### config.mk
export PLATFORM = sky130hd
export DESIGN_NAME = fd_queue
export DESIGN_NICKNAME = d
export VERILOG_FILES = /design/src/rtl/fd_queue.sv
export SDC_FILE = /design/constraint.sdc
export NUM_CORES = 1
export LEC_CHECK = 0
export BUFFER_PORTS_ARGS = -buffer_cell sky130_fd_sc_hd__buf_4
export CORE_UTILIZATION = 40
export CTS_CLUSTER_SIZE = 16
export DETAILED_ROUTE_END_ITERATION = 8
export GPL_TIMING_DRIVEN = 0
export PLACE_DENSITY = 0.72
export SYNTH_ARGS = -nofsm -noshare
export SYNTH_HDL_FRONTEND = slang
export SYNTH_SLANG_ARGS = --single-unit
### constraint.sdc
create_clock -name clk -period 3.9 [get_ports clk]
set_input_delay 0.195 -clock clk [delete_from_list [all_inputs] [get_ports clk]]
set_output_delay 0.195 -clock clk [all_outputs]
set_load 0.01 [all_outputs]
### src/rtl/fd_queue.sv
// rtl/fd_queue.sv - Fetch-to-Decode circular instruction buffer with valid/ready handshake.
// Optional FDQ_PERF_EN adds saturating stall/bubble performance counters.
module fd_queue #(
   parameter int                 INSTR_W = 8,
   parameter int                 PC_W    = 8,
   parameter int                 DEPTH   = 2,
   parameter logic [INSTR_W-1:0] NOP     = '0,
   parameter int                 CNT_W   = $clog2(DEPTH+1)
) (
   input  logic               clk,
   input  logic               rst,
   input  logic               FlushD,
   input  logic               StallD,
   input  logic               validF,
   input  logic [INSTR_W-1:0] instrF,
   input  logic [PC_W-1:0]    pcF,
   output logic               readyF,
   output logic               validD,
   output logic [INSTR_W-1:0] instrD,
   output logic [PC_W-1:0]    pcD,
   output logic [CNT_W-1:0]   count
`ifdef FDQ_PERF_EN
   ,
   output logic [15:0]        stall_cnt,
   output logic [15:0]        bubble_cnt
`endif
);

   localparam int PTR_W = $clog2(DEPTH);

   logic [INSTR_W-1:0] instrMem [DEPTH];
   logic [PC_W-1:0]    pcMem    [DEPTH];
   logic [PTR_W-1:0]   rdPtr;
   logic [PTR_W-1:0]   wrPtr;
   logic               push;
   logic               pop;

   // Handshake depends only on registered count, so StallD never reaches readyF.
   assign readyF = (count != CNT_W'(DEPTH));
   assign validD = (count != '0);
   assign push   = validF && readyF && !FlushD;
   assign pop    = validD && !StallD && !FlushD;

   assign instrD = validD ? instrMem[rdPtr] : NOP;
   assign pcD    = validD ? pcMem[rdPtr]    : '0;

   always_ff @(posedge clk) begin
      if (push) begin
         instrMem[wrPtr] <= instrF;
         pcMem[wrPtr]    <= pcF;
      end
   end

   always_ff @(posedge clk or posedge rst) begin
      if (rst) begin
         rdPtr <= '0;
         wrPtr <= '0;
         count <= '0;
      end else if (FlushD) begin
         rdPtr <= '0;
         wrPtr <= '0;
         count <= '0;
      end else begin
         if (push)
            wrPtr <= wrPtr + 1'b1;
         if (pop)
            rdPtr <= rdPtr + 1'b1;
         case ({push, pop})
            2'b10:   count <= count + CNT_W'(1);
            2'b01:   count <= count - CNT_W'(1);
            default: count <= count;
         endcase
      end
   end

`ifdef FDQ_PERF_EN
   // Counters survive a flush; the flush cycle itself is not attributed to either.
   always_ff @(posedge clk or posedge rst) begin
      if (rst) begin
         stall_cnt  <= '0;
         bubble_cnt <= '0;
      end else if (!FlushD) begin
         if (validD && StallD && stall_cnt != 16'hFFFF)
            stall_cnt <= stall_cnt + 16'd1;
         if (!validD && !StallD && bubble_cnt != 16'hFFFF)
            bubble_cnt <= bubble_cnt + 16'd1;
      end
   end
`endif

endmodule

==> impl_metrics.csv <==
group,metric,value,unit
status,status,"finished clean",
layout,nets,167,
setup_path,reg2reg_to,"pcMem[1][4]",
drt,vias,922,
setup_path,cp.arrival,1.95,ns
cts,clock_sinks,36,
layout,most-common-layout-cells,"buf_4 (42), edfxtp_1 (32), nor2_1 (17)",
floorplanning,num_rows,21,
placement,place_inst,184,
cts,path_clk_slew,0.11,ns
setup_path,crit_fanout,11,
power_and_ir_drop,intPower,0.0006226,W
floorplanning,floorplan.initialDensity,42.38,%
floorplanning,die_y,61.93,um
floorplanning,core,3390,um2
setup_path,crit_chain,"nor2b_1 > inv_1 > nand2_1 > nor3b_2 > buf_8",
layout,multi_input_area,350.3,um2
worst_hold_path,hold_class,"in -> reg",
logic_synthesis,avgSynthCellArea,14.96,um2
sta,finalSetupViolations,0,
sta,worst_slew_pin_slew,0.5941,ns
cts,insertion_delay,0.34,ns
sta,slew_headroom,60.18,%
logic_synthesis,ys_warn_count,0,
cts,tritoncts,"built",
setup_path,endpoint_kind,"flip-flop",
sta,setup_slack,2.010,ns
floorplanning,dieArea,3835,um2
placement,post-dp-hpwl,1790,um
power_and_ir_drop,pwr-share-seq,55.2,%
sta,min_period,1.890,ns
drt,wire_per_inst,12.88,um
cts,cts_post_setup_buffers_inserted,0,
layout,fillerInstances,291,
logic_synthesis,yosysSeqAreaShare,73.87,%
setup_path,reg2reg_depth,5,
sta,drv_slew,0,
placement,gp_congestion,0.7382,
setup_path,slowest_stage,"nor3b_2",
power_and_ir_drop,vdd.ir_drop.worst,0.0002038,V
logic_synthesis,synth_top_cells_by_area,"edfxtp_1 (67%), mux2i_1 (11%), dfrtp_1 (7.0%), nor2_1 (4.4%), a21oi_1 (1.0%)",
sta,finClkSkew,0.008642,ns
cts,tritoncts.num_buffers,5,
logic_synthesis,synth_top_cell_by_area,"edfxtp_1",
power_and_ir_drop,p_sw,0.0001773,W
cts,clock_path_buffers,2,
cts,h-tree-depth,2,
setup_path,crit_type,"reg -> reg",
power_and_ir_drop,p_leak,0.7547,nW
layout,antenna_cells,0,
setup_path,start_kind,"flip-flop",
sta,fin_tns_setup,0,ns
floorplanning,ios,41,
drt,drt_first_iter_violations,29,
drt,drt-total-wl,2486,um
cts,cts_resized,0,
drt,postRouteAntennaNets,0,
global_route,grt_pass1_wl,3657,um
logic_synthesis,synth_cell_types,20,
layout,fin_cells,193,
logic_synthesis,synth_top_area_share,66.90,%
worst_hold_path,holdPathStages,1,
drt,first_pass_iters,4,
sta,hold_violations,0,
worst_hold_path,worstHoldStart,"instrF[1]",
setup_path,max_stage_delay,0.54,ns
floorplanning,die_w,61.93,um
drt,vias_per_cell,4.777,
sta,fmax,529.2,MHz
sta,min_period_over_period,48.45,%
layout,register_area,1061,um2
cts,root_buffer,"clkbuf_4",
logic_synthesis,synthCells,96,
placement,place_ws,2.022,ns
setup_path,ff2ff_setup_slack,2.01,ns
placement,portBuffers,40,
logic_synthesis,synth-seq-cells,36,
setup_path,worstPathRequired,3.96,ns
power_and_ir_drop,p_sw_share,22.17,%
layout,synthToLayoutAreaGrowth,33.97,%
global_route,first_global_vias,895,
power_and_ir_drop,power_density,415.7,nW/um2
layout,final_common_cell,"buf_4",
sta,rsz0062_at_grt,"no",
logic_synthesis,syn_nets,117,
global_route,grt_overflow,0,
global_route,grt_max_degree,13,
worst_hold_path,worstHoldEndpoint,"instrMem[0][1]",
run,maxCapViolations,0,
layout,drive_above_1_share,38.10,%
global_route,antenna_found_initial,0,
power_and_ir_drop,clockPowerShare,31.7,%
power_and_ir_drop,combPwrFrac,13.0,%
logic_synthesis,synth_area,1436,um2
drt,drc,0,
setup_path,rr_startpoint,"count[1]",
global_route,grt_usage,14.40,%
how the worst max path moves through the flow:
| stage | from | end | slack (ns) | cells after the start |
|---|---|---|---|---|
| finish | count[1] | pcMem[1][4] | 2.01 | 5 |
| global route | count[1] | instrD[4] | 1.88 | 4 |
| CTS | count[1] | instrD[4] | 1.99 | 4 |
| detailed placement | count[1] | instrMem[1][3] | 2.02 | 5 |
| global placement | count[1] | pcMem[1][3] | 0.83 | 4 |
| floorplan | count[1] | instrMem[1][0] | 1.41 | 4 |
layer usage:
metal	global-route usage (%)	part of all wire, %	up-vias	wire [um]
met5	0	0	-	0
met4	10.16	2.2	0	55
met3	4.762	5.2	6	129
met2	24.12	51	30	1257
met1	15.32	42	436	1044
li1	-	-	450	-
power groups by stage:
stage	logic (W)	clock network (W)	registers, W
2_1_floorplan	0.0000490	0	0.000450
3_3_place_gp	0.0000987	0	0.000450
3_5_place_dp	0.000105	0	0.000451
4_1_cts	0.000106	0.000261	0.000442
5_1_grt	0.000114	0.000275	0.000443
6_report	0.000104	0.000254	0.000442
cells in the mapped netlist:
cell       n
nand3_1    2
or3_1      2
a31oi_1    1
or2b_1     1
a211o_1    1
nand2_1    2
mux2i_1   16
inv_1      4
and3b_1    1
buf_4      2
nor3b_1    1
a21oi_1    3
buf_2      1
edfxtp_1  32
nor2_2     1
dfrtp_1    4
nor2b_1    1
nor2_1    17
o21ai_0    3
nor3_1     1
critical path, delay by kind of cell, from the launching register on:
family / cells / cell delay, ns
buffers and inverters: 2 / 0.31
and+or+nand+nor: 3 / 0.82
DFF: 1 / 0.47
state kept, by name (all words and copies together), names as in the netlist:
signal,count
rdPtr,1
count,2
pcMem,16
wrPtr,1
instrMem,16
metrics by stage:
step	util [%]	hold WS (ns)	total power (W)	instance area (um2)
2_1_floorplan	-	-0.03892	0.0004988	1436
3_3_place_gp	52.93	0.09492	0.0005487	1794
3_5_place_dp	54.12	0.09568	0.0005553	1834
4_1_cts	56.77	0.01858	0.0008086	1924
5_1_grt	56.77	0.006058	0.0008322	1924
6_report	56.77	0.03242	0.0007999	1924
logic make-up after synthesis:
group | Yosys count | synth area share (%)
flops | 36 | 73.87
simple gates | 29 | 9.408
mux | 16 | 11.15
compound gates | 8 | 3.136
buf+inv | 7 | 2.438
repair_timing:
action                                  CTS  global route
hold buffers                              1             0
endpoints found under the setup margin    0             0
endpoints found under the hold margin     4             0
layout make-up:
type | count | area share, %
Clock buffer | 5 | 1.951
Tap cell | 46 | 2.991
Timing Repair Buffer | 43 | 17.69
Inverter | 4 | 0.7802
Multi-Input combinational cell | 53 | 18.21
Sequential cell | 36 | 55.14
Clock inverter | 3 | 2.211
Buffer | 3 | 1.040
Power figures use the tool's default switching activity.
